===== src/rtl/fir_mac_sequencer.sv =====
// Time-multiplexed direct-form FIR: one multiply-accumulate per clock through an external adder.
// Each sample triggers TAPS MAC cycles, then the result is held until downstream accepts it.
module fir_mac_sequencer #(
  parameter int unsigned DW   = 8,
  parameter int unsigned CW   = 8,
  parameter int unsigned N    = 16,
  parameter int unsigned TAPS = 8,
  parameter int unsigned AW   = 3
) (
  input  logic          clk,
  input  logic          rst_n,
  input  logic          in_valid,
  output logic          in_ready,
  input  logic [DW-1:0] in_data,
  input  logic          coef_we,
  input  logic [AW-1:0] coef_addr,
  input  logic [CW-1:0] coef_wdata,
  output logic [N-1:0]  add_a,
  output logic [N-1:0]  add_b,
  output logic          add_cin,
  input  logic [N-1:0]  add_sum,
  input  logic          add_cout,
  output logic          out_valid,
  input  logic          out_ready,
  output logic [N-1:0]  out_data,
  output logic          busy
);

  localparam int unsigned PW = DW + CW;

  typedef enum logic [1:0] {IDLE, MAC, DONE} state_t;

  state_t               state;
  logic signed [DW-1:0] line [TAPS];
  logic signed [CW-1:0] coef [TAPS];
  logic [AW-1:0]        wr_ptr;
  logic [AW-1:0]        base;
  logic [AW-1:0]        k;
  logic [N-1:0]         acc;

  logic [AW-1:0]        rd_idx;
  logic signed [PW-1:0] prod;
  logic [N-1:0]         prod_ext;
  logic                 in_mac;
  logic                 unused_cout;

  // Accumulation wraps mod 2^N, so the adder carry-out carries no information.
  assign unused_cout = add_cout;

  // Tap k reads the sample k steps older than the newest one (circular line).
  assign rd_idx   = base - k;
  assign prod     = line[rd_idx] * coef[k];
  assign prod_ext = N'(prod);
  assign in_mac   = (state == MAC);

  assign add_a    = in_mac ? acc : '0;
  assign add_b    = in_mac ? prod_ext : '0;
  assign add_cin  = 1'b0;
  assign in_ready = (state == IDLE);
  assign busy     = (state == MAC) || (state == DONE);

  always_ff @(posedge clk or negedge rst_n) begin
    if (!rst_n) begin
      state     <= IDLE;
      line      <= '{default: '0};
      coef      <= '{default: '0};
      wr_ptr    <= '0;
      base      <= '0;
      k         <= '0;
      acc       <= '0;
      out_data  <= '0;
      out_valid <= 1'b0;
    end else begin
      case (state)
        IDLE: begin
          // A coefficient write on the accept edge is seen by that sample's MAC pass.
          if (coef_we) begin
            coef[coef_addr] <= $signed(coef_wdata);
          end
          if (in_valid) begin
            line[wr_ptr] <= $signed(in_data);
            base         <= wr_ptr;
            wr_ptr       <= wr_ptr + AW'(1);
            acc          <= '0;
            k            <= '0;
            state        <= MAC;
          end
        end
        MAC: begin
          acc <= add_sum;
          k   <= k + AW'(1);
          if (k == AW'(TAPS - 1)) begin
            out_data  <= add_sum;
            out_valid <= 1'b1;
            state     <= DONE;
          end
        end
        DONE: begin
          if (out_ready) begin
            out_valid <= 1'b0;
            state     <= IDLE;
          end
        end
        default: state <= IDLE;
      endcase
    end
  end

endmodule


===== config.mk =====
export PLATFORM = sky130hd
export DESIGN_NAME = fir_mac_sequencer
export DESIGN_NICKNAME = d
export VERILOG_FILES = /design/src/rtl/fir_mac_sequencer.sv
export SDC_FILE = /design/constraint.sdc
export NUM_CORES = 1
export LEC_CHECK = 0
export BUFFER_PORTS_ARGS = -buffer_cell sky130_fd_sc_hd__buf_2
export CORE_ASPECT_RATIO = 0.7
export CORE_MARGIN = 2
export CORE_UTILIZATION = 65
export DETAILED_ROUTE_END_ITERATION = 12
export HOLD_SLACK_MARGIN = 0.03
export PLACE_DENSITY = 0.86
export SYNTH_ARGS = -nofsm -noshare
export SYNTH_HDL_FRONTEND = slang
export SYNTH_SLANG_ARGS = --single-unit

===== constraint.sdc =====
create_clock -name clk -period 13.4 [get_ports clk]
set_input_delay 2.68 -clock clk [delete_from_list [all_inputs] [get_ports clk]]
set_output_delay 2.68 -clock clk [all_outputs]
set_load 0.005 [all_outputs]

Word level (Yosys, flattened, before mapping)
Index checks and enable logic that the tools add are counted.

Logic and storage cells: 80. Output and inout bits: 52. Flip-flop bits (word level): 172.

Reductions and logical operators: 12. Order comparisons: 6. $add $sub $neg: 3. Muxes and demuxes: 25. Equality and inequality tests: 6. $mul: 1. Bitwise gates (word level): 4.

Operators by type and width (number): 64-bit bitwise mux (2); 8-bit binary-select mux with 3-bit select (2); 8-bit demux with 3-bit select (2); 16-bit 2-to-1 mux (3); 8-bit 2-to-1 mux (6); 16-bit one-hot mux with 2 select lines (1); 4-bit >= comparator (second input constant) (4); 8-bit by 8-bit multiplier with 16-bit output (1); 3-bit NOT with 4-bit output (4); 4-bit by 1-bit less-than comparator with 1-bit output (second input constant) (2); 2-bit AND reduction (4); 3-bit by 1-bit adder with 3-bit output (second input constant) (2); 2-bit 2-to-1 mux (3); 2-bit one-hot mux with 3 select lines (1); 3-bit one-hot mux with 2 select lines (1); 3-bit AND reduction (2); 2-bit inequality test (second input constant) (2); 2-bit nonzero test (2); 3-bit == test (second input constant) (1); 3-bit 2-to-1 mux (1); 3-bit subtractor (1); 2-bit by 1-bit == test with 1-bit output (second input constant) (1); 2-bit == test (second input constant) (1); 1-bit logical AND (2); other kinds (5) (6).

Longest topological paths before layout
Depth in word-level cells: 7. Mapped depth: 23.

Worst setup path after synthesis
OpenSTA, ideal clock, no wires.

Path kind: reg2out. Start point: register k[1]. End point: output port add_b[15]. Cell stages (with the launch flop): 23. Data arrival time: 5.966 ns. Setup slack: 4.754 ns. Buffers on the path: 4. Cells stage by stage: dfrtp_1 buf_2 buf_2 inv_1 fa_1 clkbuf_1 buf_2 mux4_1 mux2i_2 nand2_1 fa_1 fa_1 inv_1 fa_1 inv_1 fa_1 inv_1 ha_1 a21o_1 a21oi_1 a211oi_1 o21a_1 o21a_1.

Cells in the longest elaborated chain, start to end: 7. Elaborated cells on any way between the ends: 11.

Ends and longest elaborated chain: start, declared (RTL line 38) `logic [AW-1:0] k;`; start signal, assigned (RTL line 91) `k <= k + AW'(1);`; 3-bit subtractor (RTL line 51) `assign rd_idx = base - k;`; 3-bit NOT with 4-bit output (not written as such) (RTL line 52) `assign prod = line[rd_idx] * coef[k];`; 8-bit binary-select mux with 3-bit select (RTL line 52); 8-bit 2-to-1 mux (not written as such) (2 in a row) (RTL line 52); 8-bit by 8-bit multiplier with 16-bit output (*) (RTL line 52); 16-bit 2-to-1 mux (*) (RTL line 57) `assign add_b = in_mac ? prod_ext : '0;`; end, declared (RTL line 19) `output logic [N-1:0] add_b,`.

Every way passes the cells marked *; elsewhere a longest branch is shown, timed or not. The select of a mux whose other input is x is not followed.

Final worst setup path
Same ends and word-level chain as after synthesis.

==> results_dict.tcl <==
set metrics [dict create \
    status "completed" \
    ys_ff_latch 172 \
    r2r_start "k[1]$_DFFE_PN0P_" \
    slowest_delay_ns 1.06 \
    synth.top_cell.area_share_pct 41.8 \
    avgSynthCellArea_sq_um 12.9 \
    antenna_left 0 \
    synth_top_cell_by_area "dfrtp_1" \
    critical_path_depth 20 \
    fmax_mhz 98.1 \
    path_class "reg2out" \
    cp_num_buf_inv 6 \
    io_pins 93 \
    fin_skew_ns 0.00795 \
    fin_ws_ns 3.21 \
    clock_path_buffers 2 \
    tightest_slew_ns 1.02 \
    dp_hpwl_microns 15100 \
    drt_iter0_drc 448 \
    synthToLayoutAreaGrowth_pct 11.8 \
    hp-start "acc[11]$_DFFE_PN0P_" \
    drv_cap 0 \
    rsz0062_at_grt "false" \
    ys_warn_count 0 \
    io_buffers 90 \
    tns_ns 0 \
    async_flop_share_pct 100 \
    antenna_found_initial 1 \
    synth-edff-count 0 \
    clk_latency_ns 0.44 \
    clockRootBuffer "clkbuf_16" \
    hp-class "reg2reg" \
    reg2reg_to "out_data[11]$_DFFE_PN0P_" \
    period_minus_slack_ns 10.19 \
    vias_per_cell 5.86 \
    ys_seq_area_share_pct 41.8 \
    slew_viol_final 0 \
    drc 0 \
    grt_usage_pct 27.0 \
    min_path_cells 1 \
    place_congestion 0.842 \
    fin_crit_sh_pct 76.0 \
    postCtsSetupBuffers 0 \
    finalNonFillerCells 1100 \
    ctsResizeCount 0 \
    wire_per_inst_microns 19.3 \
    place_ws_ns 3.75 \
    synth_area_leaders "dfrtp_1 42%, mux2_2 16%, fa_1 11%" \
    reg2reg_slack_ns 10.86 \
    grt_pass1_wl_microns 34700 \
    htree_num_levels 4 \
    grt_start_max_net_pins 90 \
    dieArea_sq_um 16900 \
    setup_viol 0 \
    grt_overflow_total 0 \
    vias 6449 \
    syn-instance-count 795 \
    initial_utilization_pct 66.4 \
    synth_ff_type "dfrtp_1" \
    grt_pass1_vias 6819 \
    wirelength_microns 21200 \
    syn_area_sq_um 10300 \
    drtPass1Iterations 4 \
    finish.utilization_pct 74.2 \
    cts_made_buffers 17 \
    clock_sinks 172 \
    syn-num-nets 928 \
    clkTransAtPathRegs_ns 0.07 \
    cp_top_family "adder cells" \
    cp_slowest_cell "fa_1" \
    die_w_microns 154 \
    synth_cell_types 44 \
    cp_data_arrival_time_ns 7.51 \
    start_kind "register" \
    required_ns 10.72 \
    rows 38 \
    worstPathCellList "inv_1, fa_1, mux4_1, mux2i_1, nor2_1, fa_1, inv_1, fa_1, inv_1, fa_1, inv_1, fa_1, inv_1, ha_1, a21o_1, a21oi_1, a211oi_1, o21a_1, o21a_1, buf_2" \
    core_sq_um 15500 \
    cp_max_fo 19 \
    place_inst 1067 \
    cts_tree "built" \
    relSlewSlack_pct 31.9 \
    hold_end "acc[11]$_DFFE_PN0P_" \
    chipHeight_microns 109 \
    worstRegToRegCells 4 \
    nets 1019 \
    hold_viol_final 0 \
    drive_above_1_share_pct 34.5 \
    holdBufCountCts 0 \
    worstSetupEndpointType "output pin" \
]
metal layers:
layer  GRT usage (%)  up-vias  part of all wire, %
met1            38.3     3326                   46
met2            42.3      172                   47
li1                -     2921                    -
met5               0        -                    0
met3            6.32       30                  5.4
met4            8.66        0                  1.8
sequential cells by signal, summed over array words and instances, names as in the netlist:
signal     cells
k              3
out_data      16
out_valid      1
line          64
acc           16
state          2
base           3
wr_ptr         3
coef          64
through the flow:
step | hold slack [ns] | area [sq um]
2_1_floorplan | 0.465 | 10300
3_3_place_gp | 0.481 | 10900
3_5_place_dp | 0.486 | 10900
4_1_cts | 0.503 | 11500
5_1_grt | 0.512 | 11500
6_report | 0.497 | 11500
synthesized netlist by cell type, drive strengths merged (4+ instances only):
cell,n
a211oi,4
a21o,5
a21oi,13
a22o,19
and2,27
buf,13
clkbuf,10
dfrtp,172
fa,57
ha,35
inv,92
mux2,148
mux2i,16
mux4,32
nand2,14
nand2b,5
nand3,5
nor2,61
nor3,11
o21a,4
o21ai,7
or2,13
or3,4
xnor2,13
worst max-delay path by stage:
| stage | start | endpoint | slack [ns] |
|---|---|---|---|
| after CTS | k[1]$_DFFE_PN0P_ | add_b[15] | 3.24 |
| final | k[1]$_DFFE_PN0P_ | add_b[15] | 3.21 |
| after global placement | k[1]$_DFFE_PN0P_ | add_b[15] | 3.82 |
| after floorplan | k[1]$_DFFE_PN0P_ | add_b[15] | 4.75 |
| after global routing | k[1]$_DFFE_PN0P_ | add_b[11] | 2.82 |
| after detailed placement | k[1]$_DFFE_PN0P_ | add_b[15] | 3.75 |
cells in the final DEF, fill, tap and decap left out, drive strengths merged, types with 3 or more instances in the layout:
| cell | instances |
|---|---|
| a211oi | 4 |
| or3 | 4 |
| fa | 57 |
| ha | 35 |
| inv | 100 |
| a21o | 5 |
| and2 | 27 |
| nor2 | 61 |
| nand2 | 14 |
| a21oi | 13 |
| xnor2 | 13 |
| dfrtp | 172 |
| xor2 | 3 |
| buf | 95 |
| mux2i | 16 |
| o21ai | 7 |
| mux2 | 148 |
| nand3 | 5 |
| a22o | 19 |
| clkinv | 3 |
| nand2b | 5 |
| clkbuf | 19 |
| nor3 | 11 |
| or2 | 13 |
| o21a | 4 |
| mux4 | 32 |
area by class of cell:
cell class / instances / area, sq um
Antenna cell: 1 / 2.50
Clock buffer: 19 / 443
Clock inverter: 13 / 146
Fill cell: 934 / 4000
Inverter: 92 / 345
Multi-Input combinational cell: 508 / 5510
Sequential cell: 172 / 4300
Tap cell: 200 / 250
Timing Repair Buffer: 95 / 494
cells by family after synthesis:
logic type | after synthesis | share of synthesized area [%]
AO/OA/AOI/OAI | 56 | 3.86
XOR/XNOR | 16 | 1.62
multiplexers | 196 | 25.6
buffers and inverters | 115 | 4.58
flip-flops | 172 | 41.8
AND/OR/NAND/NOR | 147 | 7.13
other | 1 | 0.0364
adder cells (fa/ha/maj) | 92 | 15.3
Power is left out: the tool's default activity adds up to more than one toggle a clock period on the data nets, which glitch-free logic cannot reach.
